==> src/rtl/pe_load_sequencer_pkg.sv <==
// Shared definitions for the pe_top load sequencer: default widths, CE window length
// and the 3-bit FSM state encoding.
package pe_load_sequencer_pkg;

  localparam int unsigned DefDataWidth  = 16;
  localparam int unsigned DefWAddrWidth = 7;
  localparam int unsigned DefFAddrWidth = 6;
  localparam int unsigned DefCeCycles   = 2;
  localparam int unsigned StateWidth    = 3;

  typedef enum logic [StateWidth-1:0] {
    StIdle    = 3'd0,
    StCfg     = 3'd1,
    StCe      = 3'd2,
    StLoad    = 3'd3,
    StDrain   = 3'd4,
    StWaitFin = 3'd5,
    StPsum    = 3'd6
  } seq_state_e;

endpackage

==> src/rtl/pe_load_sequencer_if.sv <==
// Bundle of control, GLB read-port and pe_top bus signals around the load sequencer.
// master = sequencer side, slave = environment (GLBs, pe_top, controller).
interface pe_load_sequencer_if
  import pe_load_sequencer_pkg::*;
#(
  parameter int unsigned DATA_WIDTH   = DefDataWidth,
  parameter int unsigned W_ADDR_WIDTH = DefWAddrWidth,
  parameter int unsigned F_ADDR_WIDTH = DefFAddrWidth
) ();

  logic                    start;
  logic                    mode;
  logic [W_ADDR_WIDTH-1:0] w_base;
  logic [W_ADDR_WIDTH-1:0] w_len;
  logic [F_ADDR_WIDTH-1:0] f_base;
  logic [F_ADDR_WIDTH-1:0] f_len;

  logic                    weight_glb_rd_en;
  logic [W_ADDR_WIDTH-1:0] weight_glb_addr;
  logic [DATA_WIDTH-1:0]   weight_glb_rdata;
  logic                    feature_glb_rd_en;
  logic [F_ADDR_WIDTH-1:0] feature_glb_addr;
  logic [DATA_WIDTH-1:0]   feature_glb_rdata;

  logic                    pe_weight_load_ready;
  logic                    pe_ifmap_load_ready;
  logic                    mac_finish;
  logic                    clip_finish_flg;

  logic                    start_config;
  logic                    ce;
  logic                    start_weight_load;
  logic                    start_feature_load;
  logic [DATA_WIDTH-1:0]   bus_weight_in;
  logic                    bus_weight_valid;
  logic [DATA_WIDTH-1:0]   bus_feature_in;
  logic                    bus_feature_valid;
  logic                    psum_out_start;
  logic                    busy;
  logic                    done;

  modport master (
    input  start, mode, w_base, w_len, f_base, f_len,
    input  weight_glb_rdata, feature_glb_rdata,
    input  pe_weight_load_ready, pe_ifmap_load_ready, mac_finish, clip_finish_flg,
    output weight_glb_rd_en, weight_glb_addr, feature_glb_rd_en, feature_glb_addr,
    output start_config, ce, start_weight_load, start_feature_load,
    output bus_weight_in, bus_weight_valid, bus_feature_in, bus_feature_valid,
    output psum_out_start, busy, done
  );

  modport slave (
    output start, mode, w_base, w_len, f_base, f_len,
    output weight_glb_rdata, feature_glb_rdata,
    output pe_weight_load_ready, pe_ifmap_load_ready, mac_finish, clip_finish_flg,
    input  weight_glb_rd_en, weight_glb_addr, feature_glb_rd_en, feature_glb_addr,
    input  start_config, ce, start_weight_load, start_feature_load,
    input  bus_weight_in, bus_weight_valid, bus_feature_in, bus_feature_valid,
    input  psum_out_start, busy, done
  );

endinterface

==> src/rtl/pe_load_sequencer_glb_stream_rd.sv <==
// One GLB read stream: latches base/len, issues reads while ready, delays rd_en into a
// bus valid that lines up with the GLB's one-cycle read data.
module pe_load_sequencer_glb_stream_rd #(
  parameter int unsigned ADDR_WIDTH = 7,
  parameter int unsigned DATA_WIDTH = 16
) (
  input  logic                  clk,
  input  logic                  rst,
  input  logic                  clear,
  input  logic                  active,
  input  logic [ADDR_WIDTH-1:0] base,
  input  logic [ADDR_WIDTH-1:0] len,
  input  logic                  ready,
  input  logic [DATA_WIDTH-1:0] rdata,
  output logic                  rd_en,
  output logic [ADDR_WIDTH-1:0] addr,
  output logic [DATA_WIDTH-1:0] data,
  output logic                  valid,
  output logic                  done
);

  logic [ADDR_WIDTH-1:0] base_q;
  logic [ADDR_WIDTH-1:0] len_q;
  logic [ADDR_WIDTH-1:0] cnt_q;
  logic                  valid_q;

  // A zero-length stream is complete as soon as it is latched.
  assign done  = (cnt_q == len_q);
  assign rd_en = active && !done && ready;
  assign addr  = base_q + cnt_q;
  assign data  = rdata;
  assign valid = valid_q;

  always_ff @(posedge clk) begin
    if (rst) begin
      base_q  <= '0;
      len_q   <= '0;
      cnt_q   <= '0;
      valid_q <= 1'b0;
    end else begin
      if (clear) begin
        base_q <= base;
        len_q  <= len;
        cnt_q  <= '0;
      end else if (rd_en) begin
        cnt_q <= cnt_q + ADDR_WIDTH'(1);
      end
      valid_q <= rd_en;
    end
  end

endmodule

==> src/rtl/pe_load_sequencer.sv <==
// Sequences one pe_top pass: config pulse, CE window, concurrent weight/feature GLB
// streaming, completion wait and psum drain request.
module pe_load_sequencer
  import pe_load_sequencer_pkg::*;
#(
  parameter int unsigned DATA_WIDTH   = DefDataWidth,
  parameter int unsigned W_ADDR_WIDTH = DefWAddrWidth,
  parameter int unsigned F_ADDR_WIDTH = DefFAddrWidth,
  parameter int unsigned CE_CYCLES    = DefCeCycles
) (
  input logic                 clk,
  input logic                 rst,
  pe_load_sequencer_if.master bus
);

  localparam int unsigned CeCntW = (CE_CYCLES > 1) ? $clog2(CE_CYCLES) : 1;
  localparam logic [CeCntW-1:0] CeLast = CeCntW'(CE_CYCLES - 1);

  seq_state_e        state_q;
  logic              mode_q;
  logic [CeCntW-1:0] ce_cnt_q;
  logic              start_config_q;
  logic              ce_q;
  logic              load_pulse_q;
  logic              psum_q;
  logic              done_q;

  logic                    latch;
  logic                    stream_active;
  logic                    fin_flag;
  logic                    w_done;
  logic                    f_done;
  logic                    w_rd_en;
  logic [W_ADDR_WIDTH-1:0] w_addr;
  logic [DATA_WIDTH-1:0]   w_data;
  logic                    w_valid;
  logic                    f_rd_en;
  logic [F_ADDR_WIDTH-1:0] f_addr;
  logic [DATA_WIDTH-1:0]   f_data;
  logic                    f_valid;

  assign latch         = (state_q == StIdle) && bus.start;
  // The LOAD entry cycle only carries the load-start pulses; reads begin after it.
  assign stream_active = (state_q == StLoad) && !load_pulse_q;
  assign fin_flag      = mode_q ? bus.clip_finish_flg : bus.mac_finish;

  pe_load_sequencer_glb_stream_rd #(
    .ADDR_WIDTH (W_ADDR_WIDTH),
    .DATA_WIDTH (DATA_WIDTH)
  ) u_weight_stream (
    .clk    (clk),
    .rst    (rst),
    .clear  (latch),
    .active (stream_active),
    .base   (bus.w_base),
    .len    (bus.w_len),
    .ready  (bus.pe_weight_load_ready),
    .rdata  (bus.weight_glb_rdata),
    .rd_en  (w_rd_en),
    .addr   (w_addr),
    .data   (w_data),
    .valid  (w_valid),
    .done   (w_done)
  );

  pe_load_sequencer_glb_stream_rd #(
    .ADDR_WIDTH (F_ADDR_WIDTH),
    .DATA_WIDTH (DATA_WIDTH)
  ) u_feature_stream (
    .clk    (clk),
    .rst    (rst),
    .clear  (latch),
    .active (stream_active),
    .base   (bus.f_base),
    .len    (bus.f_len),
    .ready  (bus.pe_ifmap_load_ready),
    .rdata  (bus.feature_glb_rdata),
    .rd_en  (f_rd_en),
    .addr   (f_addr),
    .data   (f_data),
    .valid  (f_valid),
    .done   (f_done)
  );

  always_ff @(posedge clk) begin
    if (rst) begin
      state_q        <= StIdle;
      mode_q         <= 1'b0;
      ce_cnt_q       <= '0;
      start_config_q <= 1'b0;
      ce_q           <= 1'b0;
      load_pulse_q   <= 1'b0;
      psum_q         <= 1'b0;
      done_q         <= 1'b0;
    end else begin
      start_config_q <= 1'b0;
      load_pulse_q   <= 1'b0;
      psum_q         <= 1'b0;
      done_q         <= 1'b0;
      case (state_q)
        StIdle: begin
          if (bus.start) begin
            mode_q         <= bus.mode;
            start_config_q <= 1'b1;
            state_q        <= StCfg;
          end
        end
        StCfg: begin
          ce_q     <= 1'b1;
          ce_cnt_q <= '0;
          state_q  <= StCe;
        end
        StCe: begin
          if (ce_cnt_q == CeLast) begin
            ce_q         <= 1'b0;
            load_pulse_q <= 1'b1;
            state_q      <= StLoad;
          end else begin
            ce_cnt_q <= ce_cnt_q + CeCntW'(1);
          end
        end
        StLoad: begin
          if (w_done && f_done) state_q <= StDrain;
        end
        StDrain: state_q <= StWaitFin;
        StWaitFin: begin
          if (fin_flag) begin
            psum_q  <= 1'b1;
            done_q  <= 1'b1;
            state_q <= StPsum;
          end
        end
        StPsum:  state_q <= StIdle;
        default: state_q <= StIdle;
      endcase
    end
  end

  assign bus.weight_glb_rd_en   = w_rd_en;
  assign bus.weight_glb_addr    = w_addr;
  assign bus.feature_glb_rd_en  = f_rd_en;
  assign bus.feature_glb_addr   = f_addr;
  assign bus.bus_weight_in      = w_data;
  assign bus.bus_weight_valid   = w_valid;
  assign bus.bus_feature_in     = f_data;
  assign bus.bus_feature_valid  = f_valid;
  assign bus.start_config       = start_config_q;
  assign bus.ce                 = ce_q;
  assign bus.start_weight_load  = load_pulse_q;
  assign bus.start_feature_load = load_pulse_q;
  assign bus.psum_out_start     = psum_q;
  assign bus.done               = done_q;
  assign bus.busy               = (state_q != StIdle);

endmodule

==> src/flat_wrapper.sv <==
// flat-port wrapper written by rule: the top's interface ports become plain ports
module pe_load_sequencer_flat import pe_load_sequencer_pkg::*;
#(
  parameter int unsigned DATA_WIDTH   = DefDataWidth,
  parameter int unsigned W_ADDR_WIDTH = DefWAddrWidth,
  parameter int unsigned F_ADDR_WIDTH = DefFAddrWidth,
  parameter int unsigned CE_CYCLES    = DefCeCycles
)
  (clk, rst, bus_start, bus_mode, bus_w_base, bus_w_len, bus_f_base, bus_f_len, bus_weight_glb_rdata, bus_feature_glb_rdata, bus_pe_weight_load_ready, bus_pe_ifmap_load_ready, bus_mac_finish, bus_clip_finish_flg, bus_weight_glb_rd_en, bus_weight_glb_addr, bus_feature_glb_rd_en, bus_feature_glb_addr, bus_start_config, bus_ce, bus_start_weight_load, bus_start_feature_load, bus_bus_weight_in, bus_bus_weight_valid, bus_bus_feature_in, bus_bus_feature_valid, bus_psum_out_start, bus_busy, bus_done);
  pe_load_sequencer_if #(.DATA_WIDTH(DATA_WIDTH), .W_ADDR_WIDTH(W_ADDR_WIDTH), .F_ADDR_WIDTH(F_ADDR_WIDTH)) bus_i ();
  input logic clk;
  input logic rst;
  input wire logic [$bits(bus_i.start)-1:0] bus_start;
  input wire logic [$bits(bus_i.mode)-1:0] bus_mode;
  input wire logic [$bits(bus_i.w_base)-1:0] bus_w_base;
  input wire logic [$bits(bus_i.w_len)-1:0] bus_w_len;
  input wire logic [$bits(bus_i.f_base)-1:0] bus_f_base;
  input wire logic [$bits(bus_i.f_len)-1:0] bus_f_len;
  input wire logic [$bits(bus_i.weight_glb_rdata)-1:0] bus_weight_glb_rdata;
  input wire logic [$bits(bus_i.feature_glb_rdata)-1:0] bus_feature_glb_rdata;
  input wire logic [$bits(bus_i.pe_weight_load_ready)-1:0] bus_pe_weight_load_ready;
  input wire logic [$bits(bus_i.pe_ifmap_load_ready)-1:0] bus_pe_ifmap_load_ready;
  input wire logic [$bits(bus_i.mac_finish)-1:0] bus_mac_finish;
  input wire logic [$bits(bus_i.clip_finish_flg)-1:0] bus_clip_finish_flg;
  output wire logic [$bits(bus_i.weight_glb_rd_en)-1:0] bus_weight_glb_rd_en;
  output wire logic [$bits(bus_i.weight_glb_addr)-1:0] bus_weight_glb_addr;
  output wire logic [$bits(bus_i.feature_glb_rd_en)-1:0] bus_feature_glb_rd_en;
  output wire logic [$bits(bus_i.feature_glb_addr)-1:0] bus_feature_glb_addr;
  output wire logic [$bits(bus_i.start_config)-1:0] bus_start_config;
  output wire logic [$bits(bus_i.ce)-1:0] bus_ce;
  output wire logic [$bits(bus_i.start_weight_load)-1:0] bus_start_weight_load;
  output wire logic [$bits(bus_i.start_feature_load)-1:0] bus_start_feature_load;
  output wire logic [$bits(bus_i.bus_weight_in)-1:0] bus_bus_weight_in;
  output wire logic [$bits(bus_i.bus_weight_valid)-1:0] bus_bus_weight_valid;
  output wire logic [$bits(bus_i.bus_feature_in)-1:0] bus_bus_feature_in;
  output wire logic [$bits(bus_i.bus_feature_valid)-1:0] bus_bus_feature_valid;
  output wire logic [$bits(bus_i.psum_out_start)-1:0] bus_psum_out_start;
  output wire logic [$bits(bus_i.busy)-1:0] bus_busy;
  output wire logic [$bits(bus_i.done)-1:0] bus_done;
  assign bus_i.start = bus_start;
  assign bus_i.mode = bus_mode;
  assign bus_i.w_base = bus_w_base;
  assign bus_i.w_len = bus_w_len;
  assign bus_i.f_base = bus_f_base;
  assign bus_i.f_len = bus_f_len;
  assign bus_i.weight_glb_rdata = bus_weight_glb_rdata;
  assign bus_i.feature_glb_rdata = bus_feature_glb_rdata;
  assign bus_i.pe_weight_load_ready = bus_pe_weight_load_ready;
  assign bus_i.pe_ifmap_load_ready = bus_pe_ifmap_load_ready;
  assign bus_i.mac_finish = bus_mac_finish;
  assign bus_i.clip_finish_flg = bus_clip_finish_flg;
  assign bus_weight_glb_rd_en = bus_i.weight_glb_rd_en;
  assign bus_weight_glb_addr = bus_i.weight_glb_addr;
  assign bus_feature_glb_rd_en = bus_i.feature_glb_rd_en;
  assign bus_feature_glb_addr = bus_i.feature_glb_addr;
  assign bus_start_config = bus_i.start_config;
  assign bus_ce = bus_i.ce;
  assign bus_start_weight_load = bus_i.start_weight_load;
  assign bus_start_feature_load = bus_i.start_feature_load;
  assign bus_bus_weight_in = bus_i.bus_weight_in;
  assign bus_bus_weight_valid = bus_i.bus_weight_valid;
  assign bus_bus_feature_in = bus_i.bus_feature_in;
  assign bus_bus_feature_valid = bus_i.bus_feature_valid;
  assign bus_psum_out_start = bus_i.psum_out_start;
  assign bus_busy = bus_i.busy;
  assign bus_done = bus_i.done;
  pe_load_sequencer #(.DATA_WIDTH(DATA_WIDTH), .W_ADDR_WIDTH(W_ADDR_WIDTH), .F_ADDR_WIDTH(F_ADDR_WIDTH), .CE_CYCLES(CE_CYCLES)) u_core (.clk(clk), .rst(rst), .bus(bus_i));
endmodule
==> config.mk <==
export PLATFORM = sky130hd
export DESIGN_NAME = pe_load_sequencer_flat
export DESIGN_NICKNAME = d
export VERILOG_FILES = /design/src/rtl/pe_load_sequencer_pkg.sv /design/src/rtl/pe_load_sequencer_if.sv /design/src/rtl/pe_load_sequencer_glb_stream_rd.sv /design/src/rtl/pe_load_sequencer.sv /design/src/flat_wrapper.sv
export SDC_FILE = /design/constraint.sdc
export NUM_CORES = 1
export LEC_CHECK = 0
export BUFFER_PORTS_ARGS = -buffer_cell sky130_fd_sc_hd__buf_2
export CAP_MARGIN = 20
export CELL_PAD_IN_SITES_DETAIL_PLACEMENT = 2
export CELL_PAD_IN_SITES_GLOBAL_PLACEMENT = 2
export CORE_MARGIN = 3
export CORE_UTILIZATION = 26
export CTS_CLUSTER_DIAMETER = 80
export CTS_CLUSTER_SIZE = 20
export DETAILED_ROUTE_END_ITERATION = 16
export GPL_TIMING_DRIVEN = 0
export PLACE_DENSITY_LB_ADDON = 0.25
export SETUP_SLACK_MARGIN = 0.05
export SLEW_MARGIN = 20
export SYNTH_ARGS = -nofsm -noshare
export SYNTH_HDL_FRONTEND = slang
export SYNTH_SLANG_ARGS = --single-unit
==> constraint.sdc <==
create_clock -name clk -period 2.72 [get_ports clk]
set_input_delay 0.544 -clock clk [delete_from_list [all_inputs] [get_ports clk]]
set_output_delay 0.544 -clock clk [all_outputs]
set_load 0.01 [all_outputs]
==> metrics.md, run 1 <==
| Metric | Value |
|---|---|
| Crit path max-delay cell type | dfxtp_2 |
| DRT Wirelength | 8320 um |
| Tot Pwr | 1650 uW |
| Worst Path Arrival | ~2100 ps |
| Number of top-level pins | ~120 |
| Share of layout cells above drive strength 1 | 36.0% |
| Number of enable flip-flop cells after synthesis | 0 |
| Unique cell type count in the Yosys netlist | between 40 and 50 |
| Slew Viols, Final | 0 |
| Post-Syn Area per Cell | roughly 8.3 um^2 |
| Post-synthesis cell count | 340 |
| Ys Warns | 0 |
| CP startpoint kind | flip-flop |
| First-pass DRT Iterations | 4 |
| Vias/cell | approximately 4.6 |
| Die footprint | approximately 12000 um^2 |
| Sequential share of the synthesized area | 35.5% |
| Top cells by count, synth | nand2_1 (68), dfxtp_1 (50), a21oi_1 (38) |
| CTS sink cnt | 50 |
| Antenna violations before repair | 0 |
| Main flop type after synthesis | dfxtp_1 |
| Tmin final | ~2700 ps |
| Post-CTS Hold Buffers | 0 |
| Synth Area in Simple Gates | around a fifth |
| Die H | ~110 um |
| Row count | 37 |
| R2r setup slk | about 760 ps |
| Post-synthesis mux area share | less than 1% |
| CTS tree | built |
| Core area | 10400 um^2 |
| Worst ir drop on vdd | around 0.22 mV |
| Outcome | finished, final reports clean |
| CTS root buffer | clkbuf_8 |
| DR DRC count | 0 |
| RSZ-0062 raised after global routing | true |
| DRT antenna net count | 0 |
| Largest family of logic cells by synthesized area | simple AND/OR/NAND/NOR gates |
| CP required | approximately 2200 ps |
| 1st-iter DRT viols | 80 |
| Wire per inst | 14.5 um |
| Starting Density | between 20% and 30% |
| Max-slew headroom | slightly above 60% |
| Inst Count DP | approximately 570 |
| Diode count | 0 |
| Nets | just over 500 |
| Finish-stage setup viols | 0 |
| Lkg Pwr | ~0.0017 uW |
| Final hold violation count | 0 |
| Hold Path Class | in2reg |
| Buf/Inv on CP | 2 |
| Global Route Usage Sum | roughly 14% |
| PwrDens | roughly 460 nW/um^2 |
| Post-synthesis compound-gate area fraction | between 10% and 20% |
| Vias in the first global route | approximately 2.8k |
| Fin crit share | a little over nine tenths |
| Yosys top cell area share | between 30% and 40% |
| Crit path kind | reg2out |
| Worst-Skew Late Latency | 300 ps |
| Total grt overflow | 0 |
| Vias | approximately 2.6k |
| Max Cap Viol | 0 |
| Pre-CTS setup slack | -208 ps |
| First-pass GRT wire length | between 10000 and 15000 um |
| Clock buffer depth | 2 |
| Layout Cells excl Fill | about 580 |
| Clk_skew | between 9 and 10 ps |
| DP HPWL | 6670 um |
| Worst-path fanout max | 2 |
| Most common cell in the netlist | nand2_1 |
| Area leader, netlist | dfxtp_1 |
| CTS H-tree lvls | 2 |
| Cell area after synthesis | roughly 2800 um^2 |
| Die extent in x | about 110 um |
| Worst-Margin Slew | 564 ps |
| Post-synth ARST share | 0% |
| Largest net degree at the start of global routing | 15 |
| Input/output buffers | 89 |
| Synth Area in Adders | under 10% |
| Final worst slack | between 50 and 60 ps |
| Slowest stage delay, CP | about 360 ps |
| Most area-consuming cells after synthesis | dfxtp_1 (36%), buf_4 (9.1%), nand2_1 (9.1%) |
| Placer congestion estimate | ~0.77 |
| Max Freq | ~380 MHz |
| Syn_nets | roughly 420 |
| Worst setup EP type | output pin |
| Area Growth Syn to Fin | 27.0% |
| CTS clk-pin slew, worst paths | around 90 ps |
| CP Cell Sequence | ha_4 -> inv_2 -> fa_2 -> nor2b_2 -> o21ai_2 -> a21boi_2 -> nor4_1 -> a311oi_1 -> buf_2 |
| Yosys reg bits | 50 |
| TritonCTS buffer count | 5 |
| Critical path's top delay family | compound AO/OA/AOI/OAI gates |
| Synth Area in XOR/XNOR | 9.01% |
| Fin Setup TNS | 0 ps |
==> where the power goes <==
part / internal [uW] / total, uW / leakage (uW) / switching (uW)
logic: 167 / 391 / 0.00121 / 224
registers: 771 / 802 / 0.000412 / 30.2
clock network: 206 / 458 / 0.0000482 / 252
total: 1140 / 1650 / 0.00167 / 506
==> routing by layer <==
metal / global-route usage, % / up-vias / share of wire, %
met2: 26.2 / 65 / 52
met3: 2.33 / 4 / 5.7
met4: 2.64 / 0 / 0.67
met1: 17.8 / 1273 / 42
met5: 0 / - / 0
li1: - / 1299 / -
==> area by class of cell <==
class | count | area [um^2]
fillers | 1240 | 6840
repair buffers | 91 | 460
flip-flops and latches | 50 | 1020
clock buffers | 7 | 86.3
clock inverters | 1 | 5.00
plain buffers | 48 | 312
well taps | 136 | 170
inverters | 11 | 41.3
multi-input cells | 231 | 1490
==> kinds of logic after synthesis <==
family	after synthesis
muxes	1
AOI/OAI and AO/OA	67
buffers and inverters	59
and+or+nand+nor	119
xor gates and xnor gates	29
adders and majority gates	15
DFF	50
==> worst paths after layout <==
check,startpoint,depth (start not counted),end
max,u_core.u_weight_stream.base_q[0],9,bus_weight_glb_addr[6]
min,bus_w_base[0],3,u_core.u_weight_stream.base_q[0]
max reg2reg,u_core.state_q[2],7,u_core.u_feature_stream.len_q[1]
min reg2reg,u_core.u_weight_stream.base_q[2],2,u_core.u_weight_stream.base_q[2]
==> placed cells by master (no fill, tap or decap), drive strengths merged, types with 6 or more instances in the layout <==
master,count
buf,130
xor2,12
xnor2,17
o21ai,6
dfxtp,50
nand2,72
nand3,7
a21oi,39
clkbuf,16
nor2,18
inv,11
ha,13
==> through the flow <==
| stage | instance area [um^2] | hold slack [ps] | utilization, % |
|---|---|---|---|
| after CTS | 3580 | 455 | 34.3 |
| final | 3580 | 464 | 34.4 |
| after global routing | 3580 | 464 | 34.4 |
| after detailed placement | 3430 | 454 | 33.0 |
| after floorplan | 2820 | 441 | - |
| after global placement | 3430 | 450 | 33.0 |
==> registers in the layout, indices dropped and copies added, names as in the netlist <==
signal	count
u_core.mode_q	1
u_core.bus.start_config	1
u_core.u_feature_stream.valid	1
u_core.bus.start_feature_load	1
u_core.u_feature_stream.len_q	6
u_core.bus.ce	1
u_core.state_q	3
u_core.u_weight_stream.len_q	7
u_core.u_feature_stream.base_q	6
u_core.u_weight_stream.cnt_q	7
u_core.u_weight_stream.base_q	7
u_core.u_weight_stream.valid	1
u_core.u_feature_stream.cnt_q	6
u_core.ce_cnt_q	1
u_core.bus.psum_out_start	1
==> worst min-delay path, delay by kind of cell <==
kind / cells / cell delay [ps]
buf+inv: 1 / 90
simple gates: 1 / 50
compound gates: 1 / 50
==> timing repair <==
item	4_1_cts	5_1_grt
setup buffers	2	0
endpoints found under the setup margin	3	3
pin swaps	2	0
resized for setup	16	2
Power figures use the tool's default switching activity.
==> inputs of run 2 (changes only) <==
Settings changed: RECOVER_POWER set to 50.
==> run 2 against run 1 <==
- power is 0.48% lower
- clock-buffer cell count stayed put
- highest routed layer unchanged
- fmax hardly changed
- global-route usage stayed put
- largest power group unchanged
- non-clock buffer count stayed put
- sequential power hardly changed
- final cell count stayed put
- hold slack hardly changed
- first-iteration DRC count is 10% higher
- die area stayed put
- register-to-register slack worse by 210 ps
==> metrics.md, run 2 (synthesized netlist as in run 1, its figures left out) <==
| Metric | Value |
|---|---|
| Outcome | finished, final reports clean |
| First-pass GRT wire length | 13800 um (unchanged) |
| Largest net degree at the start of global routing | 15 (unchanged) |
| Layout Utilization | 33.9% (-0.50 points) |
| 1st-iter DRT viols | 88 (+10%) |
| CP startpoint kind | flip-flop |
| Worst R2R End | u_core.u_feature_stream.len_q[1] |
| Crit path kind | reg2out |
| TritonCTS buffer count | 5 (unchanged) |
| Lkg Pwr | 0.00154 uW (-7.7%) |
| Antenna violations before repair | 0 (unchanged) |
| Worst reg2reg startpoint | u_core.state_q[2] |
| CTS H-tree lvls | 2 (unchanged) |
| Core area | 10400 um^2 (unchanged) |
| CP required | 2180 ps (about the same) |
| Final worst slack | 59.8 ps (+0.0245 ps) |
| RSZ-0062 raised after global routing | true |
| Pre-CTS setup slack | -208 ps (unchanged) |
| Vias in the first global route | 2825 (unchanged) |
| Tmin final | 2660 ps (-0.0245 ps) |
| Slew Viols, Final | 0 (unchanged) |
| CP endpoint | bus_weight_glb_addr[6] |
| Finish-stage setup viols | 0 (unchanged) |
| Worst setup EP type | output pin |
| DR DRC count | 0 (unchanged) |
| CTS sink cnt | 50 (unchanged) |
| Commonest non-fill, non-tap cell in the layout | nand2_1 |
| Max Cap Viol | 0 (unchanged) |
| Clock buffer depth | 2 (unchanged) |
| Vias/cell | 4.59 (-0.11%) |
| Fin crit share | 97.8% (about the same) |
| Critical path startpoint | u_core.u_weight_stream.base_q[0] |
| Max Freq | 376 MHz (about the same) |
| Worst ir drop on vdd | 0.219 mV (-0.61%) |
| Largest regs | u_core.u_weight_stream.base_q: 7 flops, u_core.u_weight_stream.cnt_q: 7 flops, u_core.u_weight_stream.len_q: 7 flops |
| Starting Density | 27.1% (unchanged) |
| Fin Setup TNS | 0 ps (unchanged) |
| R2r setup slk | 550 ps (-210 ps) |
| Clk_skew | 9.37 ps (-0.138 ps) |
| CTS root buffer | clkbuf_8 |
| CTS clk-pin slew, worst paths | 90 ps (about the same) |
| Worst Path Arrival | 2120 ps (about the same) |
| Die H | 110 um (unchanged) |
| Worst-Skew Late Latency | 300 ps (about the same) |
| Total grt overflow | 0 (unchanged) |
| Cells on worst reg2reg path | 7 (unchanged) |
| Vias | 2638 (-0.11%) |
| Tot Pwr | 1640 uW (-0.48%) |
| Nets | 519 (unchanged) |
| First-pass DRT Iterations | 4 (unchanged) |
| Die footprint | 12100 um^2 (unchanged) |
| Number of top-level pins | 122 (unchanged) |
| Global Route Usage Sum | 14.3% (unchanged) |
| Input/output buffers | 89 (unchanged) |
| Placer congestion estimate | 0.775 (unchanged) |
| Final hold violation count | 0 (unchanged) |
| Most frequent cells in the layout | nand2_1 (68), clkbuf_1 (53), buf_2 (50) |
| DRT Wirelength | 8350 um (+0.38%) |
| DP HPWL | 6670 um (unchanged) |
| CTS tree | built |
| Fillers | 1257 (+1.4%) |
| PwrDens | 466 nW/um^2 (+1.0%) |
| Worst-path fanout max | 2 (unchanged) |
| DRT antenna net count | 0 (unchanged) |
| Die extent in x | 110 um (unchanged) |
| Hold Path Class | in2reg |
| Row count | 37 (unchanged) |
| Max-slew headroom | 63.4% (+1.1 points) |
| Share of layout cells above drive strength 1 | 26.4% (-9.6 points) |
| Area Growth Syn to Fin | 25.2% |
| Worst-Margin Slew | 547 ps (-17.1 ps) |
| Wire per inst | 14.5 um (+0.38%) |
| Diode count | 0 (unchanged) |
-- run 2: what timing repair did --
action	in CTS	in global routing
gates cloned	0	0
endpoints found under the setup margin	3	3
hold buffers	0	0
setup buffers	2	0
gates resized for setup	16	2
pin swaps	2	0
-- run 2: final cells by class --
class | count | area, um^2 | area share (%)
tap | 136 | 170 | 4.82
timing repair buffer | 91 | 409 | 11.6
clock buffer | 7 | 86.3 | 2.45
clock inverter | 1 | 5.00 | 0.142
buffer | 48 | 310 | 8.80
inverter | 11 | 41.3 | 1.17
sequential | 50 | 1020 | 28.8
multi-input combinational | 231 | 1490 | 42.2
-- run 2: metal layers --
layer	part of all wire, %	global-route usage (%)
met1	42	17.8
met2	52	26.2
met4	0.67	2.64
met5	0	0
met3	5.8	2.33
-- run 2: where the power goes --
group	total (uW)	internal [uW]	switching [uW]	leakage [uW]
clock	458	206	252	0.0000482
sequential	802	771	30.3	0.000412
combinational	383	158	225	0.00108
-- run 2: worst max-delay path: stages, from the launching register on --
cell and delay, ps:
dfxtp_2 360, ha_4 140, inv_2 30, fa_2 360
nor2b_2 130, o21ai_2 70, a21boi_2 170, nor4_1 70
a311oi_1 280, buf_2 200
-- run 2: how the worst min path moves through the flow --
stage	startpoint	endpoint	slack [ps]	depth (start not counted)
after global placement	u_core.u_feature_stream.base_q[0]	u_core.u_feature_stream.base_q[0]	450	2
after CTS	bus_w_base[0]	u_core.u_weight_stream.base_q[0]	450	3
after detailed placement	u_core.u_feature_stream.base_q[0]	u_core.u_feature_stream.base_q[0]	450	2
after floorplan	u_core.u_feature_stream.base_q[0]	u_core.u_feature_stream.base_q[0]	440	2
after global routing	bus_f_base[2]	u_core.u_feature_stream.base_q[2]	460	3
final	bus_w_base[0]	u_core.u_weight_stream.base_q[0]	460	3
-- run 2: stage by stage --
| stage | instance area, um^2 | instances | hold slack, ps |
|---|---|---|---|
| 2_1_floorplan | 2820 | 340 | 441 |
| 3_5_place_dp | 3430 | 565 | 454 |
| 4_1_cts | 3580 | 575 | 455 |
| 6_report | 3530 | 575 | 464 |
| 3_3_place_gp | 3430 | 565 | 450 |
| 5_1_grt | 3530 | 575 | 464 |
==> inputs of run 3 (changes only) <==
Settings changed: CAP_MARGIN 20 to not set, PLACE_DENSITY_LB_ADDON 0.25 to 0.1.
==> run 3 against run 2 <==
- sequential share of layout area fell by 0.60 points
- power rose by 0.97%
- routed wire length rose by 4.7%
- non-clock buffer count rose by 5
- global-route usage rose by 0.19 points
- clock skew rose by 3.7 ps
- largest power group unchanged
- highest routed layer unchanged
==> metrics.md, run 3 (synthesized netlist as in run 1, its figures left out) <==
| Metric | Value |
|---|---|
| Outcome | finished, final reports clean |
| Antenna violations before repair | 0 (unchanged) |
| CP startpoint kind | flip-flop |
| Critical path startpoint | u_core.u_weight_stream.cnt_q[0] |
| Die footprint | 12100 um^2 (unchanged) |
| TritonCTS buffer count | 5 (unchanged) |
| Fin crit share | 96.7% (-1.1 points) |
| Diode count | 0 (unchanged) |
| Vias/cell | 4.54 (-0.97%) |
| Crit path kind | reg2out |
| DRT antenna net count | 0 (unchanged) |
| Hold wc startpoint | bus_f_len[0] |
| Clk_skew | 13.1 ps (+3.74 ps) |
| Worst ir drop on vdd | 0.201 mV (-8.3%) |
| Buf/Inv on CP | 4 (+2) |
| CTS root buffer | clkbuf_8 |
| RSZ-0062 raised after global routing | true |
| CP Cell Sequence | ha_4 -> inv_2 -> fa_2 -> nor2b_2 -> o21ai_2 -> a21boi_2 -> buf_4 -> buf_4 -> a311oi_2 -> buf_2 |
| Cell mode on critical path | buf_4 |
| Die H | 110 um (unchanged) |
| Slew Viols, Final | 0 (unchanged) |
| Worst-path fanout max | 2 (unchanged) |
| Input/output buffers | 89 (unchanged) |
| Post-route cell area | 3600 um^2 (+2.0%) |
| Vias in the first global route | 2804 (-0.74%) |
| CTS clk-pin slew, worst paths | 90 ps (about the same) |
| Lkg Pwr | 0.00157 uW (+1.9%) |
| Row count | 37 (unchanged) |
| Worst-Margin Slew | 596 ps (+48.5 ps) |
| Worst Path Arrival | 2090 ps (-30 ps) |
| Core area | 10400 um^2 (unchanged) |
| Worst setup EP type | output pin |
| CTS H-tree lvls | 2 (unchanged) |
| Max Freq | 380 MHz (+1.2%) |
| Die extent in x | 110 um (unchanged) |
| Slowest stage delay, CP | 370 ps (about the same) |
| Worst-Skew Late Latency | 300 ps (about the same) |
| R2r setup slk | 720 ps (+170 ps) |
| DP HPWL | 6680 um (+0.25%) |
| DR DRC count | 0 (unchanged) |
| Fin Hold WS | 468 ps (+3.97 ps) |
| Nets | 524 (+0.96%) |
| Crit path max-delay cell type | dfxtp_4 |
| DP Area | 3430 um^2 (unchanged) |
| Starting Density | 27.1% (unchanged) |
| CTS sink cnt | 50 (unchanged) |
| Tmin final | 2630 ps (-30.3 ps) |
| Area Growth Syn to Fin | 27.7% |
| Most frequent cells in the layout | nand2_1 (68), buf_2 (51), clkbuf_1 (51) |
| Final hold violation count | 0 (unchanged) |
| Total grt overflow | 0 (unchanged) |
| First-pass GRT wire length | 13700 um (-0.70%) |
| Number of top-level pins | 122 (unchanged) |
| Finish-stage setup viols | 0 (unchanged) |
| CTS tree | built |
| Placer congestion estimate | 0.768 (-0.86%) |
| Max-slew headroom | 60.3% (-3.1 points) |
| Hold Path Class | in2reg |
| Cells on worst reg2reg path | 7 (unchanged) |
| Vias | 2635 (-0.11%) |
| Inst Count DP | 565 (unchanged) |
| Wire per inst | 15.1 um (+3.8%) |
| 1st-iter DRT viols | 45 (-49%) |
| Worst R2R End | u_core.u_weight_stream.len_q[5] |
| Layout Cells excl Fill | 580 (+0.87%) |
| Max Cap Viol | 0 (unchanged) |
| Largest net degree at the start of global routing | 15 (unchanged) |
| Critical path's top delay family | adder cells |
| CP required | 2180 ps (about the same) |
| Global Route Usage Sum | 14.5% (+0.19 points) |
| PwrDens | 461 nW/um^2 (-1.0%) |
| Share of layout cells above drive strength 1 | 28.8% (+2.4 points) |
| Clock buffer depth | 2 (unchanged) |
| Largest regs | u_core.u_weight_stream.base_q: 7 flops, u_core.u_weight_stream.cnt_q: 7 flops, u_core.u_weight_stream.len_q: 7 flops |
| Commonest non-fill, non-tap cell in the layout | nand2_1 |
| DRT Wirelength | 8740 um (+4.7%) |
| Worst Hold End | u_core.u_feature_stream.len_q[0] |
| First-pass DRT Iterations | 4 (unchanged) |
| Hold-critical path depth | 3 (unchanged) |
| Worst reg2reg startpoint | u_core.state_q[2] |
run 3: cell count changes in the layout (fill, tap and decap cells not counted), moves of 2 or more:
cell	before	now
clkbuf_1	53	51
a21oi_2	1	3
a21oi_1	38	36
dfxtp_2	3	5
buf_4	36	41
run 3: layout make-up:
class                   count  area (um^2)
flip-flops and latches     50         1010
inverters                  11         41.3
well taps                 136          170
fillers                  1249         6820
multi-input cells         231         1520
clock inverters             1         5.00
plain buffers              48          312
clock buffers               7         86.3
repair buffers             96          447
run 3: worst max-delay path by stage:
stage                                   to  cells past startpoint
CTS                 bus_weight_glb_addr[6]                      8
global route        bus_weight_glb_addr[6]                      9
detailed placement  bus_weight_glb_addr[6]                      9
global placement    bus_weight_glb_addr[6]                      9
finish              bus_weight_glb_addr[6]                     10
floorplan           bus_weight_glb_addr[6]                      8
run 3: timing repair:
action                                  CTS  global route
setup buffers                             6             1
resized for setup                        15             8
pin swaps                                 5             6
endpoints found under the setup margin    4             5
hold buffers                              0             0
endpoints found under the hold margin     0             0
run 3: power breakdown:
group          internal [uW]  switching [uW]  leakage [uW]
clock network            206             258     0.0000482
logic                    162             230       0.00111
registers                773            30.3      0.000412
run 3: layer usage:
layer,vias to the layer above,GRT usage (%),routed length [um]
met5,-,0,0
met4,0,2.90,55
met3,5,2.39,361
met2,58,28.3,4830
met1,1264,16.5,3500
li1,1308,-,-
run 3: worst min-delay path: cells and delay by family:
family                 cells  cell delay [ps]
AO/OA/AOI/OAI              1               50
buffers and inverters      1              100
AND/OR/NAND/NOR            1               40
run 3: through the flow:
| stage | setup WS, ps | setup TNS (ps) | total power [uW] | utilization (%) |
|---|---|---|---|---|
| 3_5_place_dp | -225 | -225 | 1220 | 33.0 |
| 4_1_cts | 8.48 | 0 | 1700 | 34.7 |
| 5_1_grt | 4.99 | 0 | 1780 | 34.5 |
| 2_1_floorplan | 208 | 0 | 1080 | - |
| 3_3_place_gp | -160 | -160 | 1210 | 33.0 |
| 6_report | 90.1 | 0 | 1660 | 34.5 |
